==> src/rtl/divider_arbiter.sv <==
// Round-robin arbiter sharing one sequential divider between N_REQ requesters.
// Sequences the divider Start/Done/Ack handshake and routes results back.
module divider_arbiter #(
  parameter int N_REQ = 3,
  parameter int DW    = 7,
  parameter int QW    = 5
) (
  input  logic                sys_clk,
  input  logic                rst,
  input  logic [N_REQ-1:0]    req,
  input  logic [N_REQ*DW-1:0] req_x,
  input  logic [N_REQ*DW-1:0] req_y,
  output logic [N_REQ-1:0]    gnt,
  output logic [N_REQ-1:0]    done,
  output logic [QW-1:0]       rsp_q,
  output logic [QW-1:0]       rsp_r,
  output logic                rsp_err,
  output logic                busy,
  output logic [DW-1:0]       div_x,
  output logic [DW-1:0]       div_y,
  output logic                div_start,
  output logic                div_ack,
  input  logic                div_done,
  input  logic [QW-1:0]       div_q,
  input  logic [QW-1:0]       div_r
);

  localparam int IW = (N_REQ > 1) ? $clog2(N_REQ) : 1;

  typedef enum logic [2:0] {
    IDLE, START, WAIT, ACK, ZERO
  } state_t;

  state_t          state, state_nxt;
  logic [IW-1:0]   rr_ptr, win, id, ptr_nxt, idx;
  logic            found;
  logic [DW-1:0]   win_x, win_y;

  // scan from rr_ptr upward, wrapping, first requester wins
  always_comb begin
    found = 1'b0;
    win   = '0;
    idx   = '0;
    for (int k = 0; k < N_REQ; k++) begin
      idx = IW'((int'(rr_ptr) + k) % N_REQ);
      if (!found && req[idx]) begin
        found = 1'b1;
        win   = idx;
      end
    end
  end

  assign win_x   = req_x[win*DW +: DW];
  assign win_y   = req_y[win*DW +: DW];
  assign ptr_nxt = (win == IW'(N_REQ - 1)) ? '0 : win + 1'b1;
  assign busy    = (state != IDLE);

  always_ff @(posedge sys_clk or posedge rst) begin
    if (rst) state <= IDLE;
    else     state <= state_nxt;
  end

  always_comb begin
    state_nxt = state;
    case (state)
      IDLE: begin
        if (found)
          state_nxt = (win_y == '0) ? ZERO : START;
      end
      START: state_nxt = WAIT;
      WAIT:  if (div_done) state_nxt = ACK;
      ACK:   if (!div_done) state_nxt = IDLE;
      ZERO:  state_nxt = IDLE;
      default: state_nxt = IDLE;
    endcase
  end

  always_ff @(posedge sys_clk or posedge rst) begin
    if (rst) begin
      rr_ptr    <= '0;
      id        <= '0;
      gnt       <= '0;
      done      <= '0;
      rsp_q     <= '0;
      rsp_r     <= '0;
      rsp_err   <= 1'b0;
      div_x     <= '0;
      div_y     <= '0;
      div_start <= 1'b0;
      div_ack   <= 1'b0;
    end else begin
      gnt       <= '0;
      done      <= '0;
      div_start <= 1'b0;
      case (state)
        IDLE: begin
          if (found) begin
            gnt[win]  <= 1'b1;
            div_x     <= win_x;
            div_y     <= win_y;
            id        <= win;
            rr_ptr    <= ptr_nxt;
            div_start <= (win_y != '0);
          end
        end
        WAIT: begin
          if (div_done) begin
            rsp_q    <= div_q;
            rsp_r    <= div_r;
            rsp_err  <= 1'b0;
            done[id] <= 1'b1;
            div_ack  <= 1'b1;
          end
        end
        ACK: begin
          if (!div_done) div_ack <= 1'b0;
        end
        // divide-by-zero answered locally, divider never started
        ZERO: begin
          done[id] <= 1'b1;
          rsp_q    <= '1;
          rsp_r    <= div_x[QW-1:0];
          rsp_err  <= 1'b1;
        end
        default: ;
      endcase
    end
  end

endmodule

==> config.mk <==
export PLATFORM = sky130hd
export DESIGN_NAME = divider_arbiter
export DESIGN_NICKNAME = d
export VERILOG_FILES = /design/src/rtl/divider_arbiter.sv
export SDC_FILE = /design/constraint.sdc
export NUM_CORES = 1
export LEC_CHECK = 0
export ABC_AREA = 1
export CAP_MARGIN = 20
export CORE_MARGIN = 2
export CORE_UTILIZATION = 25
export CTS_BUF_LIST = sky130_fd_sc_hd__clkbuf_8
export DETAILED_ROUTE_END_ITERATION = 10
export PLACE_DENSITY = 0.51
export SYNTH_ARGS = -nofsm -noshare
export SYNTH_HDL_FRONTEND = slang
export SYNTH_SLANG_ARGS = --single-unit
==> constraint.sdc <==
create_clock -name sys_clk -period 6.97 [get_ports sys_clk]
set_clock_uncertainty 0.1 [all_clocks]
set_input_delay 2.091 -clock sys_clk [delete_from_list [all_inputs] [get_ports sys_clk]]
set_output_delay 2.091 -clock sys_clk [all_outputs]
set_load 0.05 [all_outputs]
==> impl_results.md, run 1 <==
* Final Slew Violations at 0
* Unique masters post-synth at 32
* Vias in the first global route at 2186
* Clock period minus final worst setup slack at approximately 4.4 ns
* Wire per inst at 13.19 um
* Post-synth top flop: dfrtp_1
* Post-synthesis sequential area ratio at 44.03%
* Pin count of the biggest net entering global routing at just over 40
* MaxCap Viol Count at 0
* PostCTS Resize Cnt at 0
* #FFs+latches synth at 40
* # diodes at 0
* Setup violations, final at 0
* Worst setup EP type: register
* P per Cell Area at 548.8 nW/um^2
* Worst EP required at 7.03 ns
* HP Class: reg2reg
* Final nets at 437
* GRT Total Usage at 13.24%
* Final Hold Fails at 0
* Crit path to: div_x[0]
* Commonest non-fill, non-tap cells in the layout: clkdlybuf4s50_1, nand2_1, dfrtp_1
* Reg-to-reg endpoint: div_x[0]
* Initial DRC count at a little under 90
* Clk sinks at 40
* Worst reg2reg path depth at 13
* DRC viols at 0
* # placed instances at 476
* Detailed Place HPWL at 5.038 mm
* Slowest stage cell, crit path: nand2_1
* GP Congestion at 0.8182
* Starting Density at about a quarter
* Crit path cell chain: clkdlybuf4s50_1 > nand2_1 > nand3_2 > nand2_4 > nand2_1 > nor2_1 > inv_1 > nand2_1 > inv_1 > nand3_1 > o2111ai_1
* WHS at around 0.34 ns
* Ports at just over 90
* Worst vdd ir at roughly 220 uV
* CP Max Fanout at 28
* Commonest non-fill, non-tap cell in the layout: clkdlybuf4s50_1
* Area grow syn2layout at 48.49%
* RSZ-0062 raised after global routing: no
* Pre-antenna DRT Iters at 4
* Crit Path Category: in2reg
* Share of post-route cells with drive strength above 1 at 12.23%
* Fin crit share at a little over three fifths
* Root buffer cell: clkbuf_8
* DIE AREA at 9872 um^2
* Max incr delay on CP at 0.60 ns
* Row cnt at 34
* Ys Warns at 0
* Crit path launch type: input pin
* Placeable Area at ~8800 um^2
* TNS Setup at 0 ns
* Congestion Overflow GR at 0
* Async set or reset register ratio after synthesis at 100.0%
* Worst R2R Start: rr_ptr[0]
* Status: finished clean
* WL final at 6.386 mm
* FF-to-FF setup slack at roughly 3.9 ns
* Routed vias at 2189
* Antenna viol nets, final at 0
* Post-CTS Hold Fix Bufs at 0
* LEAKAGE at roughly 1.6 nW
* Die Ht at 99.36 um
* Htree depth at 2
* Syn_area_per_cell at 8.062 um^2
* CTS buffer count at 5
* EDFF count, synth at 0
* Worst slew pin tran at 0.8203 ns
* Syn Inst Count at 282
* IO Port Bufs at 91
* CTS max path bufs at 2
* Clk_lat worst skew at 0.29 ns
* Slew headroom at 45.18%
* Worst-path clk slew at around 0.07 ns
* Global-route wire length before repair at between 10 and 15 mm
* Initial antenna violation count at 0
* Most frequent CP cell: nand2_1
* Vias/cell at about 4.5
* Final cell count without fillers at 484
* CTS tree: built
* Synthesized area at about 2300 um^2
* Post-Syn Nets at 344
* Achievable frequency at 0.2284 GHz
* Width of the die at 99.36 um
* Setup repair bufs after CTS at 0
* Critical Path AT at 4.44 ns
* Worst Setup SP: req[1]
==> critical path, delay by kind of cell <==
| kind | cells | cell delay (ns) |
|---|---|---|
| AND/OR/NAND/NOR | 7 | 1.33 |
| buffers and inverters | 3 | 0.89 |
| AO/OA/AOI/OAI | 1 | 0.12 |
==> worst min-delay path by stage <==
stage	from	endpoint	slack, ns	depth (start not counted)
detailed placement	id[1]	done[0]	0.33	1
global placement	id[1]	done[0]	0.32	1
CTS	id[1]	done[0]	0.34	1
finish	id[1]	done[0]	0.34	1
floorplan	id[1]	done[0]	0.31	1
global route	id[1]	done[0]	0.37	1
==> logic make-up after synthesis <==
kind of cell	Yosys count	share of synthesized area, %
adder cells (fa/ha/maj)	4	2.202
flip-flops	40	44.03
buffers and inverters	44	8.586
AO/OA/AOI/OAI	38	10.40
AND/OR/NAND/NOR	156	34.78
==> synthesized netlist by cell type (3+ instances only) <==
cell type | n | area share, %
nand3_1 | 18 | 4.0
inv_1 | 30 | 5.0
ha_1 | 4 | 2.2
clkbuf_1 | 5 | 0.83
a211oi_1 | 4 | 1.3
inv_2 | 5 | 0.83
dfrtp_1 | 40 | 44
nor2_2 | 6 | 1.7
o21ai_0 | 14 | 3.1
nand2_4 | 5 | 2.5
a31oi_1 | 3 | 0.83
nand4_1 | 3 | 0.83
a32oi_1 | 3 | 1.2
nand2_2 | 8 | 2.2
nand2_1 | 70 | 12
a21oi_1 | 8 | 1.8
nand3_2 | 5 | 2.2
nor2_1 | 28 | 4.6
nor3_1 | 7 | 1.5
==> stage by stage <==
| step | power (mW) | area [um^2] | worst slack [ns] | util [%] |
|---|---|---|---|---|
| after floorplan | 1.384 | 2273 | 3.327 | - |
| after global placement | 1.715 | 3286 | 2.295 | 37.49 |
| after detailed placement | 1.725 | 3286 | 2.251 | 37.49 |
| after CTS | 1.884 | 3376 | 2.554 | 38.52 |
| after global routing | 2.018 | 3376 | 2.272 | 38.52 |
| final | 1.853 | 3376 | 2.592 | 38.52 |
==> cell type report <==
type | count | area, um^2
multi-input combinational | 198 | 1077
inverter | 37 | 146.4
tap | 108 | 135.1
timing repair buffer | 93 | 925.9
clock inverter | 2 | 7.507
clock buffer | 6 | 82.58
sequential | 40 | 1001
fill | 892 | 5388
==> flip-flops by register name, indices dropped and copies added, names as in the netlist <==
name / cells
rr_ptr: 2
div_ack: 1
gnt: 3
div_start: 1
id: 2
rsp_q: 5
rsp_r: 5
div_y: 7
div_x: 7
state: 3
done: 3
rsp_err: 1
==> where the power goes <==
group	internal [mW]	total (mW)	switching, mW
Clock	0.0777	0.151	0.0737
Combinational	0.422	1.31	0.886
Sequential	0.337	0.393	0.0562
Total	0.837	1.85	1.02
==> per-layer routing <==
metal | vias to the layer above | wire length (um) | share of wire (%) | global-route usage [%]
li1 | 1093 | - | - | -
met3 | 7 | 517 | 8.1 | 3.303
met1 | 999 | 3078 | 48 | 19.15
met5 | - | 0 | 0 | 0
met4 | 0 | 73 | 1.1 | 2.845
met2 | 90 | 2717 | 43 | 20.06
Note: power is estimated with default switching activity, not from simulation.
==> inputs of run 2 (changes only) <==
Clock period 6.97 ns to 4.3 ns, I/O delays scaled along.
==> run 2 against run 1 <==
Net effect:
- combinational power increased by 63%
- clock power increased by 100%
- wire length increased by 2.0%
- first-iteration DRC count decreased by 28%
- critical path depth increased by 6
- sequential share of layout area decreased by 0.28 points
- power increased by 66%
- die area unchanged
- sequential power increased by 63%
- final cell count increased by 0.41%
- largest power group unchanged
==> impl_results.md, run 2 (synthesis gave the netlist of run 1 again) <==
* Routed vias at 2140
* Clk sinks at 40
* Crit path cell chain: clkdlybuf4s50_1 > inv_2 > o21ai_1 > nand2_2 > nand3_4 > nor2_4 > nor2_8 > inv_6 > nor2_4 > nand2_1 > nand3_2 > nor2_2 > nand2_2 > nand2_2 > nand2_1 > nand2_1 > nand2_1
* Met2 global-route usage at 21.00%
* Top flop regs: div_x (7), div_y (7)
* Final Hold Fails at 0
* M3 GR Usage at 3.022%
* Status: finished clean
* Ports at 92
* CTS max path bufs at 2
* Commonest non-fill, non-tap cell in the layout: clkdlybuf4s50_1
* Die Ht at 99.36 um
* TNS Setup at 0 ns
* LEAKAGE at 1.571 nW
* # diodes at 0
* Worst setup EP type: register
* CP Max Fanout at 15
* GRT Total Usage at 13.60%
* Clock period minus final worst setup slack at 3.358 ns
* Most frequent CP cell: nand2_1
* Final WS setup at 0.9419 ns
* Worst vdd ir at 316.1 uV
* Slew headroom at between 60% and 70%
* Achievable frequency at 0.2978 GHz
* Clk_lat worst skew at 0.29 ns
* RSZ-0062 raised after global routing: no
* MaxCap Viol Count at 0
* Crit Path Category: in2reg
* GR peak layer: met2
* CTS tree: built
* DRC viols at 0
* Setup repair bufs after CTS at 0
* Placeable Area at 8763 um^2
* Initial DRC count at 63
* Area grow syn2layout at 49.92%
* PostCTS Resize Cnt at 0
* GP Congestion at between 0.8 and 0.9
* DIE AREA at 9872 um^2
* Antenna viol nets, final at 0
* Root buffer cell: clkbuf_8
* Critical Path AT at 3.49 ns
* Met1 Use GR at 19.74%
* Worst EP required at 4.43 ns
* Vias/cell at 4.403
* Congestion Overflow GR at 0
* Worst slew pin tran at 0.5488 ns
* Starting Density at 25.94%
* Post-CTS Hold Fix Bufs at 0
* WL final at 6.512 mm
* Commonest non-fill, non-tap cells in the layout: clkdlybuf4s50_1, nand2_1, dfrtp_1
* Final nets at 439
* IO Port Bufs at 91
* Initial antenna violation count at 0
* Slowest stage cell, crit path: clkdlybuf4s50_1
* Global-route wire length before repair at 10.74 mm
* Htree depth at 2
* Setup violations, final at 0
* Wire per inst at 13.40 um
* Worst-path clk slew at 0.08 ns
* Detailed Place HPWL at 5.172 mm
* P per Cell Area at between 900 and 1000 nW/um^2
* Max incr delay on CP at 0.51 ns
* Row cnt at 34
* Crit path launch type: input pin
* Fin crit share at 78.10%
* Pre-antenna DRT Iters at 4
* Vias in the first global route at between 2000 and 2500
* Share of post-route cells with drive strength above 1 at 12.96%
* CTS buffer count at 5
* DP Worst Slack at 0.6133 ns
* Final Slew Violations at 0
* HP Class: reg2reg
* Width of the die at approximately 100 um
* Pin count of the biggest net entering global routing at 16
run 2: changes by cell type in the layout (fill, tap and decap cells not counted), sizes merged:
cell,previous run,this run
clkinv,0,1
buf,2,4
inv,39,38
clkbuf,6,5
bufinv,0,1
run 2: area by class of cell:
type,count,area [um^2]
clock buffer,5,68.82
clock inverter,3,38.79
fill,898,5355
inverter,37,146.4
multi-input combinational,198,1077
sequential,40,1001
tap,108,135.1
timing repair buffer,95,940.9
run 2: worst max-delay path, delay by kind of cell:
kind / cells / cell delay, ns
compound gates: 1 / 0.15
simple gates: 13 / 1.31
buf+inv: 3 / 0.71
run 2: stage by stage:
stage          power [mW]  util, %  std cells  cell area [um^2]  hold WS, ns
5_1_grt             3.340    38.89        486              3408       0.3467
6_report            3.072    38.89        486              3408       0.3401
3_5_place_dp        2.805    37.66        478              3301       0.3212
3_3_place_gp        2.798    37.66        478              3301       0.3142
2_1_floorplan       2.244        -        282              2273       0.3082
4_1_cts             3.116    38.89        486              3408       0.3385
run 2: final timing paths:
kind	from	to	slack [ns]	depth (start not counted)
max	req[2]	state[0]	0.94	17
max reg2reg	rr_ptr[0]	state[0]	1.51	19
min	id[1]	done[0]	0.34	1
min in group asynchronous	rst	rsp_q[3]	1.23	2
min reg2reg	id[1]	done[0]	0.34	1
max in group asynchronous	rst	div_y[6]	2.28	3
run 2: where the power goes:
group | internal (mW) | switching [mW]
sequential | 0.546 | 0.0927
combinational | 0.692 | 1.44
clock | 0.170 | 0.132
run 2: per-layer routing:
metal  up-vias  wire length [um]
met3         2               487
met2        78              2729
met4         0                29
met1       967              3265
li1       1093                 -
met5         -                 0
